$ cat src/rtl/alu_sequencer.sv
// alu_sequencer: sequences one request through the 16-bit ALU (load A, load B, exec, capture)
// and returns the result on a valid/ready response port.
module alu_sequencer #(
    parameter int DATA_WIDTH = 16
) (
    input  logic                  clock,
    input  logic                  reset,
    input  logic                  req_valid,
    output logic                  req_ready,
    input  logic [2:0]            req_opcode,
    input  logic [DATA_WIDTH-1:0] req_operand_a,
    input  logic [DATA_WIDTH-1:0] req_operand_b,
    output logic [DATA_WIDTH-1:0] bus_out,
    output logic                  enable_param_1,
    output logic                  enable_param_2,
    output logic                  enable_out,
    output logic [2:0]            opcode,
    input  logic [DATA_WIDTH-1:0] alu_result_in,
    output logic                  resp_valid,
    input  logic                  resp_ready,
    output logic [DATA_WIDTH-1:0] resp_data,
    output logic                  resp_zero,
    output logic                  resp_error
);
    typedef enum logic [2:0] {IDLE, LOAD_A, LOAD_B, EXEC, CAPTURE, RESP} state_t;
    state_t state;
    logic [2:0] op_q;
    logic [DATA_WIDTH-1:0] b_q;
    // Outputs are registered against the next state so they always match the current state.
    always_ff @(posedge clock) begin
        if (reset) begin
            state <= IDLE;
            req_ready <= 1'b1;
            bus_out <= '0;
            enable_param_1 <= 1'b0;
            enable_param_2 <= 1'b0;
            enable_out <= 1'b0;
            opcode <= 3'b000;
            resp_valid <= 1'b0;
            resp_data <= '0;
            resp_zero <= 1'b0;
            resp_error <= 1'b0;
            op_q <= 3'b000;
            b_q <= '0;
        end else begin
            bus_out <= '0;
            enable_param_1 <= 1'b0;
            enable_param_2 <= 1'b0;
            enable_out <= 1'b0;
            opcode <= 3'b000;
            case (state)
                IDLE: if (req_valid) begin
                    op_q <= req_opcode;
                    b_q <= req_operand_b;
                    req_ready <= 1'b0;
                    if (req_opcode == 3'b111) begin
                        state <= RESP;
                        resp_valid <= 1'b1;
                        resp_data <= '0;
                        resp_zero <= 1'b0;
                        resp_error <= 1'b1;
                    end else begin
                        state <= LOAD_A;
                        bus_out <= req_operand_a;
                        enable_param_1 <= 1'b1;
                    end
                end
                LOAD_A: if (op_q == 3'b010) begin
                    state <= EXEC;
                    enable_out <= 1'b1;
                    opcode <= op_q;
                end else begin
                    state <= LOAD_B;
                    bus_out <= b_q;
                    enable_param_2 <= 1'b1;
                end
                LOAD_B: begin
                    state <= EXEC;
                    enable_out <= 1'b1;
                    opcode <= op_q;
                end
                EXEC: state <= CAPTURE;
                CAPTURE: begin
                    state <= RESP;
                    resp_valid <= 1'b1;
                    resp_data <= alu_result_in;
                    resp_zero <= alu_result_in == '0;
                    resp_error <= 1'b0;
                end
                RESP: if (resp_ready) begin
                    state <= IDLE;
                    resp_valid <= 1'b0;
                    req_ready <= 1'b1;
                end
                default: state <= IDLE;
            endcase
        end
    end
endmodule
$ cat config.mk
export PLATFORM = sky130hd
export DESIGN_NAME = alu_sequencer
export DESIGN_NICKNAME = d
export VERILOG_FILES = /design/src/rtl/alu_sequencer.sv
export SDC_FILE = /design/constraint.sdc
export NUM_CORES = 1
export LEC_CHECK = 0
export ABC_CLOCK_PERIOD_IN_PS = 2400
export CORE_ASPECT_RATIO = 1.25
export CORE_UTILIZATION = 40
export CTS_CLUSTER_DIAMETER = 80
export DETAILED_ROUTE_END_ITERATION = 16
export MAX_ROUTING_LAYER = met4
export PLACE_DENSITY = 0.77
export SLEW_MARGIN = 0
export SYNTH_ARGS = -nofsm -noshare
export SYNTH_HDL_FRONTEND = slang
export SYNTH_SLANG_ARGS = --single-unit
$ cat constraint.sdc
create_clock -name clock -period 2.4 [get_ports clock]
set_clock_uncertainty 0.2 [all_clocks]
set_input_delay 0.48 -clock clock [delete_from_list [all_inputs] [get_ports clock]]
set_output_delay 0.48 -clock clock [all_outputs]
set_load 0.005 [all_outputs]
==> flow_metrics.py <==
metrics = {
    "synth": {
        "synth.ff_latch_count": 64,
        "async_flop_share": 0,
        "synth_edf_count": 0,
        "synth_ff_type": "dfxtp_1",
        "ys_warn_count": 0,
        "syn-num-nets": 266,
        "syn_avg_cell_area_um2": 10.4,
        "yosys.cell_types.count": 27,
        "syn_area_mm2": 0.00219,
        "ys_top_cells_by_area": "dfxtp_1 59%, a22o_1 13%, nand2_1 7.2%, a21oi_1 4.6%, clkbuf_1 1.4%",
        "synth_top_cell_by_area": "dfxtp_1",
        "yosysSeqAreaShare": 0.586,
        "yosys.area.top_type_share": 0.586,
        "synthCells": 211,
    },
    "placement": {
        "portBuffers": 96,
        "place_congestion": 0.730,
        "pre_cts_ws_ns": 0.0277,
        "dp_cells": 365,
        "hpwl_um": 3790,
    },
    "clocking": {
        "postCtsSetupBuffers": 0,
        "numCtsBuffers": 9,
        "cts_tree": "yes",
        "cts_sinks": 64,
        "path_clk_slew_ns": 0.06,
        "clk_latency_ns": 0.33,
        "cts_max_level": 3,
        "postCtsHoldBufs": 0,
        "root_buffer": "clkbuf_8",
        "cts_resized": 0,
        "cts_buffer_depth": 2,
    },
    "critical_path": {
        "cp_max_fo": 17,
        "critPathKind": "reg2reg",
        "cp-end-kind": "flip-flop",
        "cp-start-kind": "flip-flop",
        "critPathArrivalTime_ns": 2.23,
        "cp.required_ns": 2.47,
    },
    "sta": {
        "relSlewSlack": 0.263,
        "hold_viol": 0,
        "fin_crit_sh": 0.898,
        "min_period_ns": 2.16,
        "setup_viol": 0,
        "grt_setup_unrepaired": "false",
        "worstMarginPinSlew_ns": 1.10,
        "fin_ws_ns": 0.244,
        "fin_tns_setup_ns": 0,
        "slew_viol_final": 0,
        "clock.fmax_mhz": 464,
    },
    "global_route": {
        "grt_max_degree": 21,
        "grt.overflow.total": 0,
        "antenna_found_initial": 0,
        "grt_pass1_vias": 1847,
        "grt_use_total": 0.204,
        "grt_pass1_wl_um": 8490,
    },
    "layout": {
        "mostFrequentLayoutCells": "96 x clkdlybuf4s50_1, 64 x dfxtp_1, 42 x nand2_1",
        "diodes": 0,
        "fin_nets": 369,
        "final_common_cell": "clkdlybuf4s50_1",
        "drive_gt1_frac": 0.0972,
        "final_core_util": 0.674,
        "area_delta_synth_final_pct": 58.7,
        "stdcell_count": 381,
        "fillers": 437,
    },
    "pwr": {
        "p_leak_nw": 1.34,
        "total_power_mw": 2.58,
        "power_density_mw_per_mm2": 744,
        "vdd_drop_max_uv": 418,
    },
    "flow_run": {
        "maxCapViolCount": 0,
    },
    "routing": {
        "drt_iter0_markers": 96,
        "ant_nets": 0,
        "wl_um": 5560,
        "vias_per_cell": 5.04,
        "avgRoutedWirePerCell_um": 14.6,
        "vias": 1921,
        "drt_pre_antenna_iters": 4,
        "drc": 0,
    },
    "floorplanning": {
        "die_height_um": 84.7,
        "die_area_mm2": 0.00577,
        "design.core.area_mm2": 0.00515,
        "rows": 29,
        "start_util": 0.424,
        "io_pins": 97,
        "die_x_um": 68.1,
    },
    "run_status": {
        "outcome": "finished clean",
    },
    "worst_hold_path": {
        "hold_class": "reg2reg",
    },
}
-- cell type report --
| cell class | instances | area, um^2 | share of cell area |
|---|---|---|---|
| clock buffers | 14 | 183 | 0.0526 |
| flip-flops and latches | 64 | 1280 | 0.369 |
| clock inverters | 2 | 35.0 | 0.0101 |
| well taps | 62 | 77.6 | 0.0224 |
| multi-input cells | 132 | 838 | 0.242 |
| repair buffers | 107 | 1060 | 0.304 |
-- flip-flops by register name, indices dropped and copies added (netlist names) --
| signal | flops |
|---|---|
| enable_param_2 | 1 |
| opcode | 3 |
| bus_out | 16 |
| resp_zero | 1 |
| b_q | 16 |
| enable_out | 1 |
| op_q | 3 |
| resp_valid | 1 |
| enable_param_1 | 1 |
| resp_error | 1 |
| resp_data | 16 |
| req_ready | 1 |
| state | 3 |
-- where the power goes --
| part | switching (mW) | internal, mW |
|---|---|---|
| logic | 0.173 | 0.244 |
| clock network | 0.391 | 0.592 |
| registers | 0.0428 | 1.14 |
| total | 0.607 | 1.98 |
-- synthesized netlist by cell type, types with 3 or more instances --
library cell	n
dfxtp_1	64
nand2_1	42
a22o_1	33
a21oi_1	20
clkbuf_1	8
nor2_1	5
and3_1	4
buf_2	4
nor4_1	4
a31oi_1	3
nor2b_1	3
-- final timing paths --
path / from / endpoint / slack, ns / cells past startpoint
max: state[0] / resp_data[8] / 0.24 / 3
min: req_ready / req_ready / 0.25 / 2
max reg2reg: state[0] / resp_data[8] / 0.24 / 3
min reg2reg: req_ready / req_ready / 0.25 / 2
-- metal layers --
layer  GRT usage  up-vias  part of all wire
li1            -      963                 -
met1       0.242      883              0.45
met2       0.319       64              0.48
met3      0.0408       11             0.053
met4       0.102        0             0.017
met5           -        -                 0
-- worst max-delay path: stages, from the launching register on --
cell and delay, ns:
dfxtp_1 0.41, nor3b_1 0.30, nor2b_1 0.91, a22o_1 0.28
-- metrics by stage --
step,hold WS [ns],area [um^2]
after global routing,0.279,3470
after floorplan,0.237,2190
final,0.249,3470
after CTS,0.257,3470
after global placement,0.234,3250
after detailed placement,0.246,3250
-- cell families after synthesis --
group           count (synthesis)  synth area share
flops                          64             0.586
buf+inv                        15            0.0349
compound gates                 61             0.209
simple gates                   71             0.170
No activity file was read; power rests on OpenSTA's default activity.
